### config.mk
export PLATFORM = sky130hd
export DESIGN_NAME = fpu_issue_arbiter_flat
export DESIGN_NICKNAME = d
export VERILOG_FILES = /design/src/rtl/fpu_issue_arbiter_if.sv /design/src/rtl/fpu_issue_arbiter.sv /design/src/flat_wrapper.sv
export SDC_FILE = /design/constraint.sdc
export NUM_CORES = 1
export LEC_CHECK = 0
export CAP_MARGIN = 40
export CORE_AREA = 10 10 137 139
export CTS_CLUSTER_DIAMETER = 80
export DETAILED_ROUTE_END_ITERATION = 10
export DIE_AREA = 0 0 147 149
export GPL_ROUTABILITY_DRIVEN = 0
export GPL_TIMING_DRIVEN = 0
export PLACE_DENSITY = 0.74
export SLEW_MARGIN = 15
export SYNTH_ARGS = -nofsm -noshare
export SYNTH_HDL_FRONTEND = slang
export SYNTH_SLANG_ARGS = --single-unit
### constraint.sdc
create_clock -name CLK -period 3.5 [get_ports CLK]
set_input_delay 0.7 -clock CLK [delete_from_list [all_inputs] [get_ports CLK]]
set_output_delay 0.7 -clock CLK [all_outputs]
set_load 0.1 [all_outputs]
### src/rtl/fpu_issue_arbiter_if.sv
// Bundle of the two request channels, the FPU operand/result wires and the tagged response
// channel. The master modport is the arbiter's view; the slave modport is the surroundings.
interface fpu_issue_arbiter_if #(
  parameter int unsigned CNT_W = 16
);
  logic              req0_valid;
  logic              req0_ready;
  logic              req0_op;
  logic [31:0]       req0_a;
  logic [31:0]       req0_b;

  logic              req1_valid;
  logic              req1_ready;
  logic              req1_op;
  logic [31:0]       req1_a;
  logic [31:0]       req1_b;

  logic              fpu_ctrl;
  logic [31:0]       fpu_a;
  logic [31:0]       fpu_b;
  logic [31:0]       fpu_result;

  logic              rsp_valid;
  logic              rsp_ready;
  logic              rsp_id;
  logic [31:0]       rsp_result;
  logic              rsp_nan;

  logic              busy;
  logic [CNT_W-1:0]  cnt0;
  logic [CNT_W-1:0]  cnt1;

  modport master (
    input  req0_valid, req0_op, req0_a, req0_b,
    output req0_ready,
    input  req1_valid, req1_op, req1_a, req1_b,
    output req1_ready,
    output fpu_ctrl, fpu_a, fpu_b,
    input  fpu_result,
    output rsp_valid, rsp_id, rsp_result, rsp_nan,
    input  rsp_ready,
    output busy, cnt0, cnt1
  );

  modport slave (
    output req0_valid, req0_op, req0_a, req0_b,
    input  req0_ready,
    output req1_valid, req1_op, req1_a, req1_b,
    input  req1_ready,
    input  fpu_ctrl, fpu_a, fpu_b,
    output fpu_result,
    input  rsp_valid, rsp_id, rsp_result, rsp_nan,
    output rsp_ready,
    input  busy, cnt0, cnt1
  );
endinterface

### src/rtl/fpu_issue_arbiter.sv
// Round-robin issue arbiter sharing one combinational FPU between two requesters.
// Define FPU_ARB_OPCNT_EN to enable the saturating per-requester completed-op counters.
module fpu_issue_arbiter #(
  parameter int unsigned FPU_LAT = 2,
  parameter int unsigned CNT_W   = 16
) (
  input  logic                 CLK,
  input  logic                 RESET,
  fpu_issue_arbiter_if.master  bus
);

  localparam int unsigned      LAT_W    = 4;
  localparam logic [LAT_W-1:0] LAT_LOAD = LAT_W'(FPU_LAT - 1);
  localparam logic [31:0]      NAN_ENC  = 32'hFFFF_FFFF;

  typedef enum logic [1:0] {
    ST_IDLE = 2'd0,
    ST_EXEC = 2'd1,
    ST_RESP = 2'd2
  } state_e;

  state_e            state_q,      state_d;
  logic              prio_q,       prio_d;
  logic [LAT_W-1:0]  lat_q,        lat_d;
  logic              id_q,         id_d;
  logic              fpu_ctrl_q,   fpu_ctrl_d;
  logic [31:0]       fpu_a_q,      fpu_a_d;
  logic [31:0]       fpu_b_q,      fpu_b_d;
  logic              rsp_valid_q,  rsp_valid_d;
  logic              rsp_id_q,     rsp_id_d;
  logic [31:0]       rsp_result_q, rsp_result_d;
  logic              rsp_nan_q,    rsp_nan_d;
  logic              busy_q,       busy_d;

  logic [1:0]        req_valid_c;
  logic [1:0]        req_ready_c;
  logic              grant_vld_c;
  logic              grant_id_c;

  // Arbitration, operand capture, FPU hold countdown and response hand-off.
  always_comb begin
    state_d      = state_q;
    prio_d       = prio_q;
    lat_d        = lat_q;
    id_d         = id_q;
    fpu_ctrl_d   = fpu_ctrl_q;
    fpu_a_d      = fpu_a_q;
    fpu_b_d      = fpu_b_q;
    rsp_id_d     = rsp_id_q;
    rsp_result_d = rsp_result_q;
    rsp_nan_d    = rsp_nan_q;
    req_ready_c  = 2'b00;
    req_valid_c  = {bus.req1_valid, bus.req0_valid};
    grant_vld_c  = 1'b0;
    grant_id_c   = 1'b0;

    case (state_q)
      ST_IDLE: begin
        // Priority holder first, otherwise whichever other requester is valid.
        grant_vld_c = |req_valid_c;
        grant_id_c  = req_valid_c[prio_q] ? prio_q : ~prio_q;
        if (grant_vld_c) begin
          req_ready_c[grant_id_c] = 1'b1;
          id_d    = grant_id_c;
          lat_d   = LAT_LOAD;
          state_d = ST_EXEC;
          if (grant_id_c) begin
            fpu_ctrl_d = bus.req1_op;
            fpu_a_d    = bus.req1_a;
            fpu_b_d    = bus.req1_b;
          end else begin
            fpu_ctrl_d = bus.req0_op;
            fpu_a_d    = bus.req0_a;
            fpu_b_d    = bus.req0_b;
          end
        end
      end
      ST_EXEC: begin
        if (lat_q == LAT_W'(0)) begin
          rsp_result_d = bus.fpu_result;
          rsp_nan_d    = (bus.fpu_result == NAN_ENC);
          rsp_id_d     = id_q;
          state_d      = ST_RESP;
        end else begin
          lat_d = lat_q - LAT_W'(1);
        end
      end
      ST_RESP: begin
        if (bus.rsp_ready) begin
          prio_d  = ~id_q;
          state_d = ST_IDLE;
        end
      end
      default: state_d = ST_IDLE;
    endcase

    busy_d      = (state_d != ST_IDLE);
    rsp_valid_d = (state_d == ST_RESP);
  end

  always_ff @(posedge CLK or posedge RESET) begin
    if (RESET) begin
      state_q      <= ST_IDLE;
      prio_q       <= 1'b0;
      lat_q        <= '0;
      id_q         <= 1'b0;
      fpu_ctrl_q   <= 1'b0;
      fpu_a_q      <= '0;
      fpu_b_q      <= '0;
      rsp_valid_q  <= 1'b0;
      rsp_id_q     <= 1'b0;
      rsp_result_q <= '0;
      rsp_nan_q    <= 1'b0;
      busy_q       <= 1'b0;
    end else begin
      state_q      <= state_d;
      prio_q       <= prio_d;
      lat_q        <= lat_d;
      id_q         <= id_d;
      fpu_ctrl_q   <= fpu_ctrl_d;
      fpu_a_q      <= fpu_a_d;
      fpu_b_q      <= fpu_b_d;
      rsp_valid_q  <= rsp_valid_d;
      rsp_id_q     <= rsp_id_d;
      rsp_result_q <= rsp_result_d;
      rsp_nan_q    <= rsp_nan_d;
      busy_q       <= busy_d;
    end
  end

  assign bus.req0_ready = req_ready_c[0];
  assign bus.req1_ready = req_ready_c[1];
  assign bus.fpu_ctrl   = fpu_ctrl_q;
  assign bus.fpu_a      = fpu_a_q;
  assign bus.fpu_b      = fpu_b_q;
  assign bus.rsp_valid  = rsp_valid_q;
  assign bus.rsp_id     = rsp_id_q;
  assign bus.rsp_result = rsp_result_q;
  assign bus.rsp_nan    = rsp_nan_q;
  assign bus.busy       = busy_q;

`ifdef FPU_ARB_OPCNT_EN
  logic              rsp_fire_c;
  logic [CNT_W-1:0]  cnt0_q, cnt0_d;
  logic [CNT_W-1:0]  cnt1_q, cnt1_d;

  // Saturating count of accepted responses per owner.
  always_comb begin
    rsp_fire_c = (state_q == ST_RESP) && bus.rsp_ready;
    cnt0_d     = cnt0_q;
    cnt1_d     = cnt1_q;
    if (rsp_fire_c && !rsp_id_q && !(&cnt0_q)) cnt0_d = cnt0_q + CNT_W'(1);
    if (rsp_fire_c &&  rsp_id_q && !(&cnt1_q)) cnt1_d = cnt1_q + CNT_W'(1);
  end

  always_ff @(posedge CLK or posedge RESET) begin
    if (RESET) begin
      cnt0_q <= '0;
      cnt1_q <= '0;
    end else begin
      cnt0_q <= cnt0_d;
      cnt1_q <= cnt1_d;
    end
  end

  assign bus.cnt0 = cnt0_q;
  assign bus.cnt1 = cnt1_q;
`else
  assign bus.cnt0 = CNT_W'(0);
  assign bus.cnt1 = CNT_W'(0);
`endif

endmodule
### src/flat_wrapper.sv
// flat-port wrapper written by rule: the top's interface ports become plain ports
module fpu_issue_arbiter_flat 
#(
  parameter int unsigned FPU_LAT = 2,
  parameter int unsigned CNT_W   = 16
)
  (CLK, RESET, bus_req0_valid, bus_req0_op, bus_req0_a, bus_req0_b, bus_req0_ready, bus_req1_valid, bus_req1_op, bus_req1_a, bus_req1_b, bus_req1_ready, bus_fpu_ctrl, bus_fpu_a, bus_fpu_b, bus_fpu_result, bus_rsp_valid, bus_rsp_id, bus_rsp_result, bus_rsp_nan, bus_rsp_ready, bus_busy, bus_cnt0, bus_cnt1);
  fpu_issue_arbiter_if #(.CNT_W(CNT_W)) bus_i ();
  input  logic CLK;
  input  logic RESET;
  input wire logic [$bits(bus_i.req0_valid)-1:0] bus_req0_valid;
  input wire logic [$bits(bus_i.req0_op)-1:0] bus_req0_op;
  input wire logic [$bits(bus_i.req0_a)-1:0] bus_req0_a;
  input wire logic [$bits(bus_i.req0_b)-1:0] bus_req0_b;
  output wire logic [$bits(bus_i.req0_ready)-1:0] bus_req0_ready;
  input wire logic [$bits(bus_i.req1_valid)-1:0] bus_req1_valid;
  input wire logic [$bits(bus_i.req1_op)-1:0] bus_req1_op;
  input wire logic [$bits(bus_i.req1_a)-1:0] bus_req1_a;
  input wire logic [$bits(bus_i.req1_b)-1:0] bus_req1_b;
  output wire logic [$bits(bus_i.req1_ready)-1:0] bus_req1_ready;
  output wire logic [$bits(bus_i.fpu_ctrl)-1:0] bus_fpu_ctrl;
  output wire logic [$bits(bus_i.fpu_a)-1:0] bus_fpu_a;
  output wire logic [$bits(bus_i.fpu_b)-1:0] bus_fpu_b;
  input wire logic [$bits(bus_i.fpu_result)-1:0] bus_fpu_result;
  output wire logic [$bits(bus_i.rsp_valid)-1:0] bus_rsp_valid;
  output wire logic [$bits(bus_i.rsp_id)-1:0] bus_rsp_id;
  output wire logic [$bits(bus_i.rsp_result)-1:0] bus_rsp_result;
  output wire logic [$bits(bus_i.rsp_nan)-1:0] bus_rsp_nan;
  input wire logic [$bits(bus_i.rsp_ready)-1:0] bus_rsp_ready;
  output wire logic [$bits(bus_i.busy)-1:0] bus_busy;
  output wire logic [$bits(bus_i.cnt0)-1:0] bus_cnt0;
  output wire logic [$bits(bus_i.cnt1)-1:0] bus_cnt1;
  assign bus_i.req0_valid = bus_req0_valid;
  assign bus_i.req0_op = bus_req0_op;
  assign bus_i.req0_a = bus_req0_a;
  assign bus_i.req0_b = bus_req0_b;
  assign bus_req0_ready = bus_i.req0_ready;
  assign bus_i.req1_valid = bus_req1_valid;
  assign bus_i.req1_op = bus_req1_op;
  assign bus_i.req1_a = bus_req1_a;
  assign bus_i.req1_b = bus_req1_b;
  assign bus_req1_ready = bus_i.req1_ready;
  assign bus_fpu_ctrl = bus_i.fpu_ctrl;
  assign bus_fpu_a = bus_i.fpu_a;
  assign bus_fpu_b = bus_i.fpu_b;
  assign bus_i.fpu_result = bus_fpu_result;
  assign bus_rsp_valid = bus_i.rsp_valid;
  assign bus_rsp_id = bus_i.rsp_id;
  assign bus_rsp_result = bus_i.rsp_result;
  assign bus_rsp_nan = bus_i.rsp_nan;
  assign bus_i.rsp_ready = bus_rsp_ready;
  assign bus_busy = bus_i.busy;
  assign bus_cnt0 = bus_i.cnt0;
  assign bus_cnt1 = bus_i.cnt1;
  fpu_issue_arbiter #(.FPU_LAT(FPU_LAT), .CNT_W(CNT_W)) u_core (.CLK(CLK), .RESET(RESET), .bus(bus_i));
endmodule
==> results_dict.tcl <==
set metrics [dict create \
    wirelength_mm 24.33 \
    highest_layer "met4" \
    grt_antenna_before_repair 0 \
    core_sq_mm 0.01617 \
    ys_ff_latch 109 \
    path_clk_slew_ps 80 \
    rsz0062_at_grt "false" \
    synth_ff_type "dfrtp_1" \
    synth-seq-area-share_pct 49.76 \
    fillers 1103 \
    drive_gt1_share_pct 23.16 \
    path_max_fanout 10 \
    worstSetupEndpointType "output pin" \
    htree_levels 3 \
    drv_cap 0 \
    synth-compound-area-share_pct 20.91 \
    synth_top_family_by_area "compound AO/OA/AOI/OAI gates" \
    start_kind "input pin" \
    synthTopCellsByArea "dfrtp_1 (50%), a31oi_1 (7.5%), mux2_4 (7.1%)" \
    dr.pass1.iters 5 \
    syn_inst 549 \
    grt_pass1_vias 6644 \
    grt_first_pass_wirelength_mm 37.78 \
    ant_nets 0 \
    synth_simple_gate_area_share_pct 10.18 \
    synth_fa_ha_area_share_pct 0.4565 \
    muxShareOfSynthArea_pct 8.925 \
    die_area_sq_mm 0.02190 \
    synthTopCellsByCount "dfrtp_1 (109), a21oi_1 (70), o21ai_0 (69)" \
    cp_data_required_time_ps 2800 \
    finalInstanceArea_sq_mm 0.01124 \
    postPlaceCellArea_sq_mm 0.01091 \
    synth.avg_cell_area_sq_um 9.985 \
    wl_met3_mm 1.765 \
    numCtsBuffers 9 \
    critPathMaxStageDelay_ps 470 \
    fmax_mhz 325.7 \
    numClockSinks 109 \
    fin_nets 1131 \
    drt-met1-wl_mm 9.259 \
    crit_chain "clkdlybuf4s50_1 > nor2_1 > buf_2 > clkbuf_2 > nor3_2 > dlymetal6s2s_1 > buf_16" \
    io_pins 302 \
    crit_buf_inv 5 \
    clk_latency_ps 360 \
    fin_skew_ps 7.300 \
    synth.top_cell.area_share_pct 49.76 \
    min_path_cells 1 \
    wl_met2_mm 12.71 \
    synth_cell_types 39 \
    r2r-end "u_core.bus.fpu_b[10]" \
    reg2regPathDepth 5 \
    synth.most_common_cell "dfrtp_1" \
    cts_tree "yes" \
    grt_max_degree 32 \
    min_to "u_core.prio_q" \
    status "completed" \
    synth-xor-area-share_pct 0 \
    wire_per_inst_um 20.49 \
    clockBufferDepth 2 \
    path_delay_family "buffers and inverters" \
    vias 6034 \
    reg2reg_from "u_core.prio_q" \
    diodes 0 \
    synthToLayoutAreaGrowth_pct 105.0 \
    drc 0 \
    cts-root-buf "clkbuf_16" \
    hpwl_mm 19.82 \
    arrival_ps 2370 \
    reg2reg_slack_ps 1660 \
    finalCritPeriodShare_pct 87.73 \
    synth_edf_count 0 \
    cts-resized-gates 4 \
    critPathKind "in2out" \
    yosys_warnings 0 \
    slew_headroom_pct 63.41 \
    initial_core_util_pct 33.90 \
    std_cell_rows 47 \
    min_period_ps 3071 \
    die_h_um 149 \
    track_usage_pct 21.66 \
    hold_buffers 0 \
    grt_overflow 0 \
    via_per_inst 5.083 \
    port_buffers 269 \
    post_cts.repair.setup_buffers 0 \
    syn_area_sq_mm 0.005482 \
    hold_path_class "reg2reg" \
    crit_start "bus_req0_valid" \
    tightest_slew_ps 547.7 \
    finalSetupViolCount 0 \
    min_from "u_core.id_q" \
    slew_viol_final 0 \
    hold_viol 0 \
    fp.dieW_um 147 \
    async_flop_share_pct 100.0 \
    post-synth-top-area-cell "dfrtp_1" \
    cpMaxStageDelayCell "clkdlybuf4s50_1" \
    drt_iter0_markers 301 \
]
==> cell families after synthesis <==
logic type,after synthesis
buffers and inverters,93
DFF,109
muxes,35
and+or+nand+nor,99
AOI/OAI and AO/OA,210
adders and majority gates,2
other,1
==> worst reg2reg max path, stage by stage (launching register included) <==
cell and delay, ps:
dfrtp_1 440, and2_1 230, buf_2 270, clkbuf_1 400, o21ai_0 170, a31oi_1 240
==> area by class of cell <==
cell class | count | area [sq um] | area share (%)
Multi-Input combinational cell | 378 | 2357 | 20.98
Clock inverter | 7 | 106.4 | 0.9463
Tap cell | 220 | 275.3 | 2.449
Buffer | 84 | 503.0 | 4.476
Timing Repair Buffer | 374 | 5017 | 44.64
Inverter | 6 | 26.28 | 0.2338
Sequential cell | 109 | 2728 | 24.27
Clock buffer | 9 | 225.2 | 2.004
==> how the worst max path moves through the flow <==
stage | endpoint | slack (ps) | cells past startpoint
finish | bus_req0_ready | 430 | 7
global route | bus_req0_ready | 330 | 7
CTS | bus_req1_ready | 30 | 7
detailed placement | bus_req0_ready | -190 | 8
global placement | bus_req0_ready | -620 | 7
floorplan | bus_req0_ready | 380 | 5
==> stage by stage <==
stage	setup TNS [ps]	worst slack [ps]	util [%]	hold WS [ps]	instances
detailed placement	-368.5	-192.0	67.47	491.8	1175
CTS	0	25.76	69.49	513.1	1188
floorplan	0	382.5	-	454.2	580
global placement	-1186	-616.0	53.04	485.9	1069
global route	0	325.5	69.49	532.4	1187
finish	0	429.5	69.49	508.0	1187
==> registers in the layout, indices dropped and copies added (netlist names) <==
| name | count |
|---|---|
| u_core.bus.busy | 1 |
| u_core.bus.fpu_a | 32 |
| u_core.bus.fpu_b | 32 |
| u_core.bus.fpu_ctrl | 1 |
| u_core.bus.rsp_id | 1 |
| u_core.bus.rsp_nan | 1 |
| u_core.bus.rsp_result | 32 |
| u_core.bus.rsp_valid | 1 |
| u_core.id_q | 1 |
| u_core.lat_q | 4 |
| u_core.prio_q | 1 |
| u_core.state_q | 2 |
==> cell usage in the layout, fill, tap and decap left out, drive strengths merged, types with 4 or more instances in the layout <==
cell type	n
inv	7
mux2	33
clkbuf	37
dfrtp	109
clkdlybuf4s50	267
a31oi	66
o21ai	69
nand4	9
nand3	68
conb	32
nor2	4
a21oi	70
buf	162
==> routing by layer <==
metal  GRT usage, %  up-vias
li1               -     2792
met1          23.88     2924
met2          39.27      273
met3          7.069       45
met4          5.748        0
met5              0        -
Power is not shown: default switching activity piles up to over one toggle a cycle in this logic, so the estimate is an artifact.
